$ cat src/rtl/uart_rx_pkg.sv
// Shared definitions for the UART receive path: FSM encodings and default timing.
package uart_rx_pkg;

  // Receiver FSM encodings; the numeric values are visible on the debug port.
  typedef enum logic [2:0] {
    S_IDLE  = 3'd0,
    S_START = 3'd1,
    S_DATA  = 3'd2,
    S_STOP  = 3'd3,
    S_BREAK = 3'd4
  } rx_state_t;

  // 16 MHz / 115200 baud, shared with the transmitter.
  localparam int UART_DIV_DEFAULT = 139;

endpackage

$ cat src/rtl/uart_rx_sync2.sv
// Generic two-flop synchroniser for asynchronous input pins.
module sync2 #(
  parameter logic RST_VAL = 1'b1
) (
  input  logic clk,
  input  logic rst,
  input  logic i_d,
  output logic o_q
);

  logic r_meta;
  logic r_sync;

  // Two register stages; the first may go metastable, the second settles it.
  always_ff @(posedge clk or posedge rst) begin
    if (rst) begin
      r_meta <= RST_VAL;
      r_sync <= RST_VAL;
    end else begin
      r_meta <= i_d;
      r_sync <= r_meta;
    end
  end

  assign o_q = r_sync;

endmodule

$ cat src/rtl/uart_rx.sv
// 8N1 UART receiver with a one-entry valid/ready holding register.
// Handshake: data is offered while valid is high and is consumed on any rising
// clk edge where valid && ready; a byte arriving on that same edge replaces it.
module uart_rx
  import uart_rx_pkg::*;
#(
  parameter int DIV = UART_DIV_DEFAULT
) (
  input  logic       clk,
  input  logic       rst,
  input  logic       rx,
  output logic [7:0] data,
  output logic       valid,
  input  logic       ready,
  output logic       frame_err,
  output logic       overrun,
  output logic       busy,
  output logic [2:0] dbg_state
);

  localparam int HALF = DIV / 2;
  localparam int CW   = $clog2(DIV);
  localparam logic [CW-1:0] C_HALF_M1 = CW'(HALF - 1);
  localparam logic [CW-1:0] C_DIV_M1  = CW'(DIV - 1);

  logic            w_rx_s;
  logic            w_tick;
  rx_state_t       r_state;
  logic [CW-1:0]   r_cnt;
  logic [2:0]      r_idx;
  logic [7:0]      r_shift;
  logic [7:0]      r_data;
  logic            r_valid;
  logic            r_frame_err;
  logic            r_overrun;

  sync2 #(.RST_VAL(1'b1)) u_sync (
    .clk (clk),
    .rst (rst),
    .i_d (rx),
    .o_q (w_rx_s)
  );

  // Bit-timer event: the counter has run down to zero.
  assign w_tick = (r_cnt == '0);

  // Receive FSM, bit timer, shift register and holding register.
  always_ff @(posedge clk or posedge rst) begin
    if (rst) begin
      r_state     <= S_IDLE;
      r_cnt       <= '0;
      r_idx       <= '0;
      r_shift     <= '0;
      r_data      <= '0;
      r_valid     <= 1'b0;
      r_frame_err <= 1'b0;
      r_overrun   <= 1'b0;
    end else begin
      r_frame_err <= 1'b0;
      r_overrun   <= 1'b0;
      // Consume; a delivery on the same edge overrides this below.
      if (r_valid && ready) r_valid <= 1'b0;
      if (!w_tick) r_cnt <= r_cnt - CW'(1);

      case (r_state)
        S_IDLE: begin
          if (!w_rx_s) begin
            r_cnt   <= C_HALF_M1;
            r_state <= S_START;
          end
        end
        S_START: begin
          if (w_tick) begin
            if (!w_rx_s) begin
              r_cnt   <= C_DIV_M1;
              r_idx   <= '0;
              r_state <= S_DATA;
            end else begin
              // Line went back high before mid-start: treat as a glitch.
              r_state <= S_IDLE;
            end
          end
        end
        S_DATA: begin
          if (w_tick) begin
            r_shift <= {w_rx_s, r_shift[7:1]};
            r_cnt   <= C_DIV_M1;
            r_idx   <= r_idx + 3'd1;
            if (r_idx == 3'd7) r_state <= S_STOP;
          end
        end
        S_STOP: begin
          if (w_tick) begin
            if (w_rx_s) begin
              if (!r_valid || ready) begin
                r_data  <= r_shift;
                r_valid <= 1'b1;
              end else begin
                r_overrun <= 1'b1;
              end
              r_state <= S_IDLE;
            end else begin
              r_frame_err <= 1'b1;
              r_state     <= S_BREAK;
            end
          end
        end
        S_BREAK: begin
          // Wait out a held-low line so a break yields a single frame_err.
          if (w_rx_s) r_state <= S_IDLE;
        end
        default: r_state <= S_IDLE;
      endcase
    end
  end

  assign data      = r_data;
  assign valid     = r_valid;
  assign frame_err = r_frame_err;
  assign overrun   = r_overrun;
  assign busy      = (r_state != S_IDLE);
  assign dbg_state = r_state;

endmodule

$ cat config.mk
export PLATFORM = sky130hd
export DESIGN_NAME = uart_rx
export DESIGN_NICKNAME = d
export VERILOG_FILES = /design/src/rtl/uart_rx_pkg.sv /design/src/rtl/uart_rx_sync2.sv /design/src/rtl/uart_rx.sv
export SDC_FILE = /design/constraint.sdc
export NUM_CORES = 1
export LEC_CHECK = 0
export ABC_AREA = 1
export CAP_MARGIN = 20
export CORE_MARGIN = 2
export CORE_UTILIZATION = 40
export CTS_CLUSTER_SIZE = 28
export DETAILED_ROUTE_END_ITERATION = 16
export GPL_ROUTABILITY_DRIVEN = 0
export PLACE_DENSITY_LB_ADDON = 0.15
export RECOVER_POWER = 50
export SLEW_MARGIN = 40
export SYNTH_ARGS = -nofsm -noshare
export SYNTH_HDL_FRONTEND = slang
export SYNTH_SLANG_ARGS = --single-unit
$ cat constraint.sdc
create_clock -name clk -period 2.95 [get_ports clk]
set_input_delay 0.59 -clock clk [delete_from_list [all_inputs] [get_ports clk]]
set_output_delay 0.59 -clock clk [all_outputs]
set_load 0.005 [all_outputs]
==> reports/metrics.yaml <==
outcome:
  status: "finished, final reports clean"
detailed_routing:
  vias: 1238
  first_pass_iters: 4
  ant_nets: 0
  drt-initial-drc-count: 62
  wl_per_cell_um: 11.54
  wl_met2_mm: 1.462
  routed_wl_mm: 3.024
  drt-met1-wl_mm: 1.437
  drc: 0
  wl_met3_um: 102
  detail_route.vias_per_cell: 4.725
  dr.max_layer_used: "met4"
timing:
  drv_slew: 0
  finalHoldViolations: 0
  worst_slew_pin_slew_ns: 0.4783
  fmax_mhz: 471.4
  timing.final.crit_share_pct: 71.91
  setup_violations: 0
  slew_headroom_pct: 67.87
  rsz0062_at_grt: "false"
  skew_ns: 0.006088
  finalSetupTns_ns: 0
  layout_min_cycle_time_ns: 2.121
yosys:
  yosys.area_share.simple_pct: 26.70
  synth.most_common_cell: "nand2_1"
  netlist_top_cells_count: "nand2_1, dfrtp_1, inv_1, nand3_1, o21ai_1"
  ys_ff_latch: 35
  yosys.area_share.xor_xnor_pct: 1.515
  synth-warning-count: 0
  yosysSeqAreaShare_pct: 50.65
  yosys.area.top_type_share_pct: 47.62
  yosys.area.top_type: "dfrtp_1"
  syn_nets: 196
  synthFlopType: "dfrtp_1"
  synth_top_family_by_area: "simple AND/OR/NAND/NOR gates"
  syn_inst: 188
  synth_fa_ha_area_share_pct: 2.886
  syn_area_um2: 1734
  async_flop_share_pct: 100.0
  synth_cell_types: 27
  syn_avg_cell_area_um2: 9.224
  synthTopCellsByArea: "dfrtp_1, nand2_1, inv_1"
  synth_enable_flop_cells: 0
  muxShareOfSynthArea_pct: 0
  synth_compound_area_share_pct: 9.740
clock_tree:
  cts_hold_buf: 0
  cts_setup_buffers: 0
  cts-root-buf: "clkbuf_8"
  cts_htree_levels: 2
  clkSinkCount: 35
  clockBufferDepth: 2
  cts_made_buffers: 5
  cts-resized-gates: 0
  clk_latency_ns: 0.28
  cts_tree: "yes"
  cts.reportedPaths.clkPinSlew_ns: 0.07
worst_hold_path:
  hold_class: "flip-flop to flip-flop"
pwr:
  peakVddDrop_mv: 0.3069
  p_per_area_nw_per_um2: 450.4
  leakage_nw: 1.007
  finalPower_mw: 0.9242
critical_path:
  crit_chain: "inv_1 -> nand2_1 -> clkdlybuf4s50_1"
  cpPeakStageDelay_ns: 0.46
  cpLargestDelayFamily: "buffers and inverters"
  path_class: "flip-flop to output pin"
  cp.required_ns: 2.36
  crit_arrival_ns: 1.53
  crit_buf_inv: 2
  start_kind: "flip-flop"
  end_kind: "output pin"
  critPathSlowestCell: "clkdlybuf4s50_1"
  path_max_fanout: 5
run:
  cap_violations: 0
global_route:
  grt_pass1_wl_mm: 5.540
  grt_pass1_vias: 1293
  grtUsageTotal_pct: 14.06
  grt_max_degree: 36
  grt_antenna_before_repair: 0
  overflow: 0
floorplanning:
  placeableCoreArea_um2: 4086
  die_y_um: 69.85
  die_width_um: 69.85
  initial_utilization_pct: 42.44
  rows: 23
  dieArea_um2: 4878
  io_pins: 19
layout:
  fill_cells: 414
  fin_cells: 262
  nets: 219
  antenna_cells: 0
  area_delta_synth_final_pct: 18.33
  layout-drive-gt1-share_pct: 18.87
  utilization_pct: 50.21
place:
  hpwl_mm: 2.180
  io_buffer_count: 18
  dp.cells: 254
[per-layer routing]
layer,vias up,GRT usage (%)
li1,639,-
met4,0,8.120
met3,2,3.488
met2,18,22.22
met5,-,0
met1,579,17.39
[flip-flops by register name, summed over array words and instances, names as in the netlist]
name           count
data               8
r_cnt              8
r_shift            8
dbg_state          3
r_idx              3
frame_err          1
overrun            1
u_sync.o_q         1
u_sync.r_meta      1
valid              1
[kinds of logic (layout without fill, tap and decap cells)]
logic type / after synthesis / count (layout)
buffers and inverters: 31 / 55
AOI/OAI and AO/OA: 26 / 26
xor gates and xnor gates: 3 / 3
and+or+nand+nor: 89 / 89
adders and majority gates: 4 / 4
DFF: 35 / 35
[layout by cell type, fill, tap and decap left out, drive strengths merged]
master / n
nand2: 55
clkinv: 2
o211ai: 1
nand3b: 1
xnor2: 1
a21oi: 1
buf: 1
dfrtp: 33
ha: 4
inv: 28
nand3: 13
nor2: 15
clkbuf: 5
nor3: 3
o31ai: 1
dfstp: 2
clkdlybuf4s50: 16
o21ai: 23
nand4: 2
dlygate4sd3: 2
bufinv: 1
xor2: 2
[path summary, 6_finish.rpt]
kind,slack (ns),end,from,cells after the start
worst max-delay path,0.83,busy,dbg_state[1],3
worst min-delay path,0.36,u_sync.o_q,u_sync.r_meta,0
worst max register to register,0.92,r_cnt[0],r_cnt[0],9
worst min register to register,0.36,u_sync.o_q,u_sync.r_meta,0
max in group asynchronous,1.77,u_sync.r_meta,rst,3
min in group asynchronous,0.84,r_cnt[4],rst,3
[worst register-to-register path, stage by stage, from the launching register on]
cell     delay, ns
dfrtp_1       0.39
inv_1         0.09
ha_1          0.19
nand2_1       0.18
nor2_8        0.31
inv_2         0.11
ha_1          0.32
o31ai_1       0.24
inv_1         0.07
nand3_1       0.09
[where the power goes]
group	switching, mW	internal (mW)	total, mW
logic	0.0115	0.00466	0.0161
registers	0.00167	0.482	0.484
clock network	0.173	0.251	0.424
total	0.186	0.738	0.924
[final cells by class]
class	instances	area, um2	area share [%]
flip-flops and latches	35	878.3	42.80
multi-input cells	122	705.7	34.39
repair buffers	19	187.7	9.146
inverters	28	105.1	5.122
clock buffers	5	68.82	3.354
well taps	50	62.56	3.049
clock inverters	3	43.79	2.134
[per-stage QoR]
| stage | setup WS (ns) | hold slack, ns | area, um2 |
|---|---|---|---|
| after floorplan | 1.152 | 0.3452 | 1734 |
| after global placement | 1.098 | 0.3458 | 1942 |
| after detailed placement | 1.007 | 0.3468 | 1942 |
| after CTS | 0.8153 | 0.3570 | 2054 |
| after global routing | 0.7591 | 0.3665 | 2052 |
| final | 0.8285 | 0.3571 | 2052 |
Note: power is estimated with default switching activity, not from simulation.
